File: config.mk
export PLATFORM = sky130hd
export DESIGN_NAME = spi_slave_sequencer_flat
export DESIGN_NICKNAME = d
export VERILOG_FILES = /design/src/rtl/spi_slave_sequencer_pkg.sv /design/src/rtl/spi_slave_sequencer_if.sv /design/src/rtl/spi_slave_sequencer_bit_counter.sv /design/src/rtl/spi_slave_sequencer.sv /design/src/flat_wrapper.sv
export SDC_FILE = /design/constraint.sdc
export NUM_CORES = 1
export LEC_CHECK = 0
export BUFFER_PORTS_ARGS = -buffer_cell sky130_fd_sc_hd__buf_2
export CAP_MARGIN = 30
export CORE_ASPECT_RATIO = 0.7
export CORE_MARGIN = 3
export CORE_UTILIZATION = 30
export DETAILED_ROUTE_END_ITERATION = 16
export SLEW_MARGIN = 20
export SYNTH_ARGS = -nofsm -noshare
export SYNTH_HDL_FRONTEND = slang
export SYNTH_SLANG_ARGS = --single-unit
File: constraint.sdc
create_clock -name clk -period 5.8 [get_ports clk]
set_clock_uncertainty 0.15 [all_clocks]
set_input_delay 0.87 -clock clk [delete_from_list [all_inputs] [get_ports clk]]
set_output_delay 0.87 -clock clk [all_outputs]
set_load 0.01 [all_outputs]
File: src/rtl/spi_slave_sequencer_pkg.sv
// Shared constants for the SPI slave sequencer: shift-register modes, FSM states, R/W bit.
package spi_slave_sequencer_pkg;

  localparam logic [1:0] SR_HOLD  = 2'b00;
  localparam logic [1:0] SR_SHIFT = 2'b01;
  localparam logic [1:0] SR_LOAD  = 2'b10;

  localparam logic RW_READ = 1'b1;

  typedef enum logic [2:0] {
    ST_IDLE,
    ST_ADDR,
    ST_LATCH,
    ST_RD_WAIT,
    ST_RD_LOAD,
    ST_RD_SHIFT,
    ST_WR_SHIFT,
    ST_WR_COMMIT
  } state_e;

  // States in which SCLK edges move bits through the shift register.
  function automatic logic isShiftState(input state_e s);
    return (s == ST_ADDR) || (s == ST_RD_SHIFT) || (s == ST_WR_SHIFT);
  endfunction

endpackage

File: src/rtl/spi_slave_sequencer_if.sv
// Bus between the transaction sequencer and the SPI slave memory datapath.
interface spi_slave_sequencer_if #(
  parameter int ADDR_W = 7,
  parameter int DATA_W = 8
);
  logic              cs;
  logic              sclk_posedge;
  logic [DATA_W-1:0] sr_pout;
  logic [1:0]        sr_mode;
  logic [ADDR_W-1:0] mem_addr;
  logic              mem_we;
  logic              miso_buf;
  logic              busy;
  logic              byte_done;
  logic              abort;

  modport slave (
    input  cs, sclk_posedge, sr_pout,
    output sr_mode, mem_addr, mem_we, miso_buf, busy, byte_done, abort
  );

  modport master (
    output cs, sclk_posedge, sr_pout,
    input  sr_mode, mem_addr, mem_we, miso_buf, busy, byte_done, abort
  );
endinterface

File: src/rtl/spi_slave_sequencer_bit_counter.sv
// Counts SCLK rising edges within one byte; terminal flags the last bit of the byte.
module spi_bit_counter #(
  parameter int DATA_W = 8,
  localparam int CNT_W = (DATA_W > 1) ? $clog2(DATA_W) : 1
) (
  input  logic             clk,
  input  logic             reset_n,
  input  logic             i_clear,
  input  logic             i_sclk_posedge,
  output logic [CNT_W-1:0] o_count,
  output logic             o_terminal
);

  logic [CNT_W-1:0] r_count;

  assign o_terminal = i_sclk_posedge && (r_count == CNT_W'(DATA_W - 1));
  assign o_count    = r_count;

  // Self-clearing on the terminal edge so consecutive bytes start from zero.
  always_ff @(posedge clk) begin
    if (!reset_n) begin
      r_count <= '0;
    end else if (i_clear || o_terminal) begin
      r_count <= '0;
    end else if (i_sclk_posedge) begin
      r_count <= r_count + CNT_W'(1);
    end
  end

endmodule

File: src/rtl/spi_slave_sequencer.sv
// SPI slave transaction controller: decodes the command byte, then sequences burst reads/writes.
module spi_slave_sequencer
  import spi_slave_sequencer_pkg::*;
#(
  parameter int ADDR_W   = 7,
  parameter int DATA_W   = 8,
  parameter int READ_LAT = 1
) (
  input logic                  clk,
  input logic                  reset_n,
  spi_slave_sequencer_if.slave bus
);

  localparam int CNT_W = (DATA_W > 1) ? $clog2(DATA_W) : 1;
  localparam int LAT_W = (READ_LAT > 1) ? $clog2(READ_LAT) : 1;

  state_e            r_state;
  logic [ADDR_W-1:0] r_memAddr;
  logic              r_rw;
  logic [LAT_W-1:0]  r_latCnt;

  logic [CNT_W-1:0]  w_count;
  logic              w_terminal;
  logic              w_clear;
  logic              w_wrLastBit;
  logic              w_abandon;
  logic              w_abort;
  logic [1:0]        w_srMode;

  assign w_clear = !isShiftState(r_state);

  spi_bit_counter #(
    .DATA_W(DATA_W)
  ) u_bitCounter (
    .clk           (clk),
    .reset_n       (reset_n),
    .i_clear       (w_clear),
    .i_sclk_posedge(bus.sclk_posedge),
    .o_count       (w_count),
    .o_terminal    (w_terminal)
  );

  // A chip-select release on the final write bit still lets that byte commit.
  assign w_wrLastBit = (r_state == ST_WR_SHIFT) && w_terminal;
  assign w_abandon   = bus.cs && (r_state != ST_IDLE) && (r_state != ST_WR_COMMIT) && !w_wrLastBit;
  assign w_abort     = w_abandon && ((w_count != '0) || (r_state == ST_LATCH));

  always_comb begin
    w_srMode = SR_HOLD;
    if (!w_abandon) begin
      if (r_state == ST_RD_LOAD) begin
        w_srMode = SR_LOAD;
      end else if (isShiftState(r_state) && bus.sclk_posedge) begin
        w_srMode = SR_SHIFT;
      end
    end
  end

  always_ff @(posedge clk) begin
    if (!reset_n) begin
      r_state   <= ST_IDLE;
      r_memAddr <= '0;
      r_rw      <= 1'b0;
      r_latCnt  <= '0;
    end else if (w_abandon) begin
      r_state <= ST_IDLE;
    end else begin
      case (r_state)
        ST_IDLE: begin
          if (!bus.cs) begin
            r_state <= ST_ADDR;
          end
        end
        ST_ADDR: begin
          if (w_terminal) begin
            r_state <= ST_LATCH;
          end
        end
        ST_LATCH: begin
          r_memAddr <= ADDR_W'(bus.sr_pout[DATA_W-1:1]);
          r_rw      <= bus.sr_pout[0];
          r_latCnt  <= '0;
          r_state   <= (bus.sr_pout[0] == RW_READ) ? ST_RD_WAIT : ST_WR_SHIFT;
        end
        ST_RD_WAIT: begin
          if (r_latCnt == LAT_W'(READ_LAT - 1)) begin
            r_state <= ST_RD_LOAD;
          end else begin
            r_latCnt <= r_latCnt + LAT_W'(1);
          end
        end
        ST_RD_LOAD: begin
          r_state <= ST_RD_SHIFT;
        end
        // Each finished read byte prefetches the next address for the burst.
        ST_RD_SHIFT: begin
          if (w_terminal) begin
            r_memAddr <= r_memAddr + ADDR_W'(1);
            r_latCnt  <= '0;
            r_state   <= ST_RD_WAIT;
          end
        end
        ST_WR_SHIFT: begin
          if (w_terminal) begin
            r_state <= ST_WR_COMMIT;
          end
        end
        ST_WR_COMMIT: begin
          r_memAddr <= r_memAddr + ADDR_W'(1);
          r_state   <= bus.cs ? ST_IDLE : ST_WR_SHIFT;
        end
        default: begin
          r_state <= ST_IDLE;
        end
      endcase
    end
  end

  assign bus.sr_mode   = w_srMode;
  assign bus.mem_addr  = r_memAddr;
  assign bus.mem_we    = (r_state == ST_WR_COMMIT) && (r_rw != RW_READ);
  assign bus.miso_buf  = (r_state == ST_RD_SHIFT) && (r_rw == RW_READ) && !bus.cs;
  assign bus.busy      = (r_state != ST_IDLE);
  assign bus.byte_done = bus.mem_we || ((r_state == ST_RD_SHIFT) && w_terminal && !bus.cs);
  assign bus.abort     = w_abort;

endmodule

File: src/flat_wrapper.sv
// flat-port wrapper written by rule: the top's interface ports become plain ports
module spi_slave_sequencer_flat import spi_slave_sequencer_pkg::*;
#(
  parameter int ADDR_W   = 7,
  parameter int DATA_W   = 8,
  parameter int READ_LAT = 1
)
  (clk, reset_n, bus_cs, bus_sclk_posedge, bus_sr_pout, bus_sr_mode, bus_mem_addr, bus_mem_we, bus_miso_buf, bus_busy, bus_byte_done, bus_abort);
  spi_slave_sequencer_if #(.ADDR_W(ADDR_W), .DATA_W(DATA_W)) bus_i ();
  input logic clk;
  input logic reset_n;
  input wire logic [$bits(bus_i.cs)-1:0] bus_cs;
  input wire logic [$bits(bus_i.sclk_posedge)-1:0] bus_sclk_posedge;
  input wire logic [$bits(bus_i.sr_pout)-1:0] bus_sr_pout;
  output wire logic [$bits(bus_i.sr_mode)-1:0] bus_sr_mode;
  output wire logic [$bits(bus_i.mem_addr)-1:0] bus_mem_addr;
  output wire logic [$bits(bus_i.mem_we)-1:0] bus_mem_we;
  output wire logic [$bits(bus_i.miso_buf)-1:0] bus_miso_buf;
  output wire logic [$bits(bus_i.busy)-1:0] bus_busy;
  output wire logic [$bits(bus_i.byte_done)-1:0] bus_byte_done;
  output wire logic [$bits(bus_i.abort)-1:0] bus_abort;
  assign bus_i.cs = bus_cs;
  assign bus_i.sclk_posedge = bus_sclk_posedge;
  assign bus_i.sr_pout = bus_sr_pout;
  assign bus_sr_mode = bus_i.sr_mode;
  assign bus_mem_addr = bus_i.mem_addr;
  assign bus_mem_we = bus_i.mem_we;
  assign bus_miso_buf = bus_i.miso_buf;
  assign bus_busy = bus_i.busy;
  assign bus_byte_done = bus_i.byte_done;
  assign bus_abort = bus_i.abort;
  spi_slave_sequencer #(.ADDR_W(ADDR_W), .DATA_W(DATA_W), .READ_LAT(READ_LAT)) u_core (.clk(clk), .reset_n(reset_n), .bus(bus_i));
endmodule
==> summary.md <==
| Metric | Value |
|---|---|
| Result of the run | complete, no violations |
| Longest Clk Path Bufs | 2 |
| Global-route wire length before repair | 3750 um |
| Initial DRT Pass Iterations | 4 |
| Initial antenna violation count | 0 |
| Clock tree from TritonCTS | built |
| Max-capacitance violation count | 0 |
| Worst Max-Slew Pin Slew | about 850 ps |
| All-layer global routing usage | roughly an eighth |
| Count of different cell masters after synthesis | 36 |
| Number of hold buffers added after cts | 0 |
| Largest net degree at the start of global routing | 21 |
| Mean instance size in the synthesized netlist | 7.83 um2 |
| Number of instances in the synthesized netlist | ~120 |
| DRC viols | 0 |
| Clock slew seen by the registers of the worst setup and hold paths | 60 ps |
| Total nets after synthesis | between 100 and 150 |
| Leakage power summed over all cells | 0.469 nW |
| Peak clock frequency supported by timing | 345 MHz |
| Mapped cell area | 947 um2 |
| Classification of the worst-slack hold path | reg2reg |
| Slew margin rel. | 43.0% |
| IR drop worst, VDD | 0.0985 mV |
| Unrepaired setup endpoints after global routing | false |
| Warning count from the yosys run | 0 |
| Yosys top cell area share | a little under 30% |
| Top library cells by usage in the layout, fill and taps aside | 25 x buf_2, 14 x nand2_1, 14 x dfxtp_1 |
| Share of flip-flops with an asynchronous set or reset after synthesis | 0% |
| Area post-placement | 1070 um2 |
| Number of register bits inferred by synthesis | 14 |
| CP max FO | 17 |
| Clock Power Share | 44.5% |
| Net count reported at finish | 158 |
| Req. time, crit path | between 4000 and 5000 ps |
| Net Switching | 0.0000487 W |
| Fraction of the cycle the final worst path needs | 50.0% |
| # setup viols final | 0 |
| Antenna diode instance count | 0 |
| Root buffer cell | clkbuf_8 |
| P&R area growth vs syn | 18.5% |
| Effective utilization at floorplan | between 30% and 40% |
| TNS Setup | 0 ps |
| Number of fill cells in the layout | 285 |
| Share of the core filled with cells in the final layout | 38.7% |
| Switching Fraction | 22.7% |
| Final critical delay including setup and external delays | 2900 ps |
| I/O pin count | 26 |
| Capturing element type of the critical path | primary output |
| Series of cell instances along the critical path | nand2_1 > nor4b_1 > buf_2 |
| Std-Cell Core Area | 2900 um2 |
| Layout cell share with drive strength beyond 1 | 23.4% |
| Family of cells with the greatest summed delay on the critical path | simple AND/OR/NAND/NOR gates |
| Clock latency on the worst-skew pair | 250 ps |
| Most frequent standard cell in the layout excluding fill and tap cells | buf_2 |
| Via count of the first global-routing pass | 857 |
| Half-perimeter wire length after placement | around 1700 um |
| Part of the Yosys area used for sequential elements | approximately 30% |
| Die boundary width | 73.2 um |
| CP bufs+invs | 1 |
| Worst setup path class | reg2out |
| Resized Gates After CTS | 0 |
| Starting DRT DRC Count | 80 |
| Port Buffers | 25 |
| Minimum setup slack among reg-to-reg paths | 3490 ps |
| Vias post-DR | 951 |
| Routed len/inst | 13.1 um |
| Total Routed Length | 2320 um |
| EDFF count, synth | 0 |
| Detail Route Antenna Nets | 0 |
| Most common flop cell mapped by yosys | dfxtp_1 |
| Global route overflow | 0 |
| Final Hold Violating Endpoints | 0 |
| Total Die Area | 3880 um2 |
| Internal power contribution | 0.000166 W |
| Count of final max-slew check failures | 0 |
| Critical path arrival | roughly 1900 ps |
| TritonCTS buffer count | 3 |
| Proportion of power drawn by flip-flops and latches | between 40% and 50% |
| P per Cell Area | about 190 nW/um2 |
| Cell type with the highest aggregate area in the netlist | dfxtp_1 |
| Clock Sinks | 14 |
| Post-route cell area | 1120 um2 |
| Per-cell via count in the routed design | ~5.4 |
| H-Tree Level Count | 1 |
| Biggest area contributors in the synthesized netlist | dfxtp_1 30%, nand2_1 5.5%, a21oi_1 5.3%, ha_1 5.3%, mux2i_1 5.3% |
| Die height | between 50 and 60 um |
| Number of buffers inserted by post-CTS setup repair | 0 |
| Kind of launch point of the worst setup path | register |
| Largest stage delay on the critical path | 600 ps |
| Placer congestion estimate | 0.815 |
| Cell with the largest stage delay on the worst path | dfxtp_1 |
| Power share of the combinational group | 8.9% |
| Placement row count | 16 |
[final cells by class]
cell class,count,area [um2],area share [%]
repair buffers,25,125,11.1
inverters,5,18.8,1.67
well taps,36,45.0,4.01
multi-input cells,93,598,53.3
clock buffers,4,55.1,4.91
flip-flops and latches,14,280,25.0
[stage by stage]
stage	worst slack (ps)	hold slack, ps	total power, W	cells
2_1_floorplan	3190	316	0.000114	121
3_3_place_gp	3100	332	0.000121	173
3_5_place_dp	3050	350	0.000121	173
4_1_cts	2920	360	0.000217	177
5_1_grt	2670	388	0.000224	177
6_report	2900	356	0.000214	177
[flip-flops by register name, indices dropped and copies added (netlist names)]
signal,cells
u_core.u_bitCounter.o_count,3
u_core.bus.mem_addr,7
u_core.r_state,3
u_core.r_rw,1
[kinds of logic (layout without fill, tap and decap cells)]
family | after synthesis | in the layout | synth area share (%)
AND/OR/NAND/NOR | 49 | 49 | 28.1
AO/OA/AOI/OAI | 33 | 33 | 22.3
flip-flops | 14 | 14 | 29.6
buffers and inverters | 14 | 34 | 7.27
multiplexers | 6 | 6 | 6.47
adder cells (fa/ha/maj) | 4 | 4 | 5.28
XOR/XNOR | 1 | 1 | 0.925
[synthesized netlist by cell type, types with 2 or more instances]
library cell,instances
a21oi_1,10
or3_1,3
o21a_1,2
a211o_1,2
mux2i_1,5
nor4b_1,2
nand2b_1,2
o21ai_1,2
nand3_1,6
dfxtp_1,14
nor4_1,2
o31ai_1,3
nand2_1,14
ha_1,4
buf_2,4
nand3b_1,2
nor3b_1,2
o211ai_1,4
and3_1,2
o21ai_0,5
clkbuf_1,3
inv_1,5
nor2_1,10
[per-layer routing]
| metal | vias up | global-route usage (%) | wire, um | share of wire [%] |
|---|---|---|---|---|
| li1 | 480 | - | - | - |
| met1 | 439 | 16.4 | 1120 | 48 |
| met2 | 28 | 18.7 | 1050 | 45 |
| met3 | 4 | 4.93 | 121 | 5.2 |
| met4 | 0 | 5.21 | 27 | 1.2 |
| met5 | - | 0 | 0 | 0 |
[path summary, 6_finish.rpt]
check / startpoint / end / depth (start not counted)
max: u_core.r_state[0]$_SDFFE_PP0P_ / bus_miso_buf / 3
min: u_core.bus.mem_addr[4]$_SDFFE_PN0P_ / u_core.bus.mem_addr[4]$_SDFFE_PN0P_ / 2
max reg2reg: u_core.u_bitCounter.o_count[0]$_SDFFE_PP0P_ / u_core.bus.mem_addr[0]$_SDFFE_PN0P_ / 6
min reg2reg: u_core.bus.mem_addr[4]$_SDFFE_PN0P_ / u_core.bus.mem_addr[4]$_SDFFE_PN0P_ / 2
[power by group through the flow]
stage	registers (W)	logic (W)	clock network, W
2_1_floorplan	0.000100	0.0000140	0
3_3_place_gp	0.000102	0.0000188	0
3_5_place_dp	0.000102	0.0000190	0
4_1_cts	0.0000997	0.0000191	0.0000981
5_1_grt	0.000100	0.0000211	0.000103
6_report	0.0000999	0.0000191	0.0000953
[worst reg2reg max path, cell delays in order (launching register included)]
cell and delay [ps]:
dfxtp_1 330, ha_1 200, ha_1 210, and3b_4 200, a211oi_2 730, mux2i_1 280, a21oi_1 80
No activity file was read; power rests on OpenSTA's default activity.
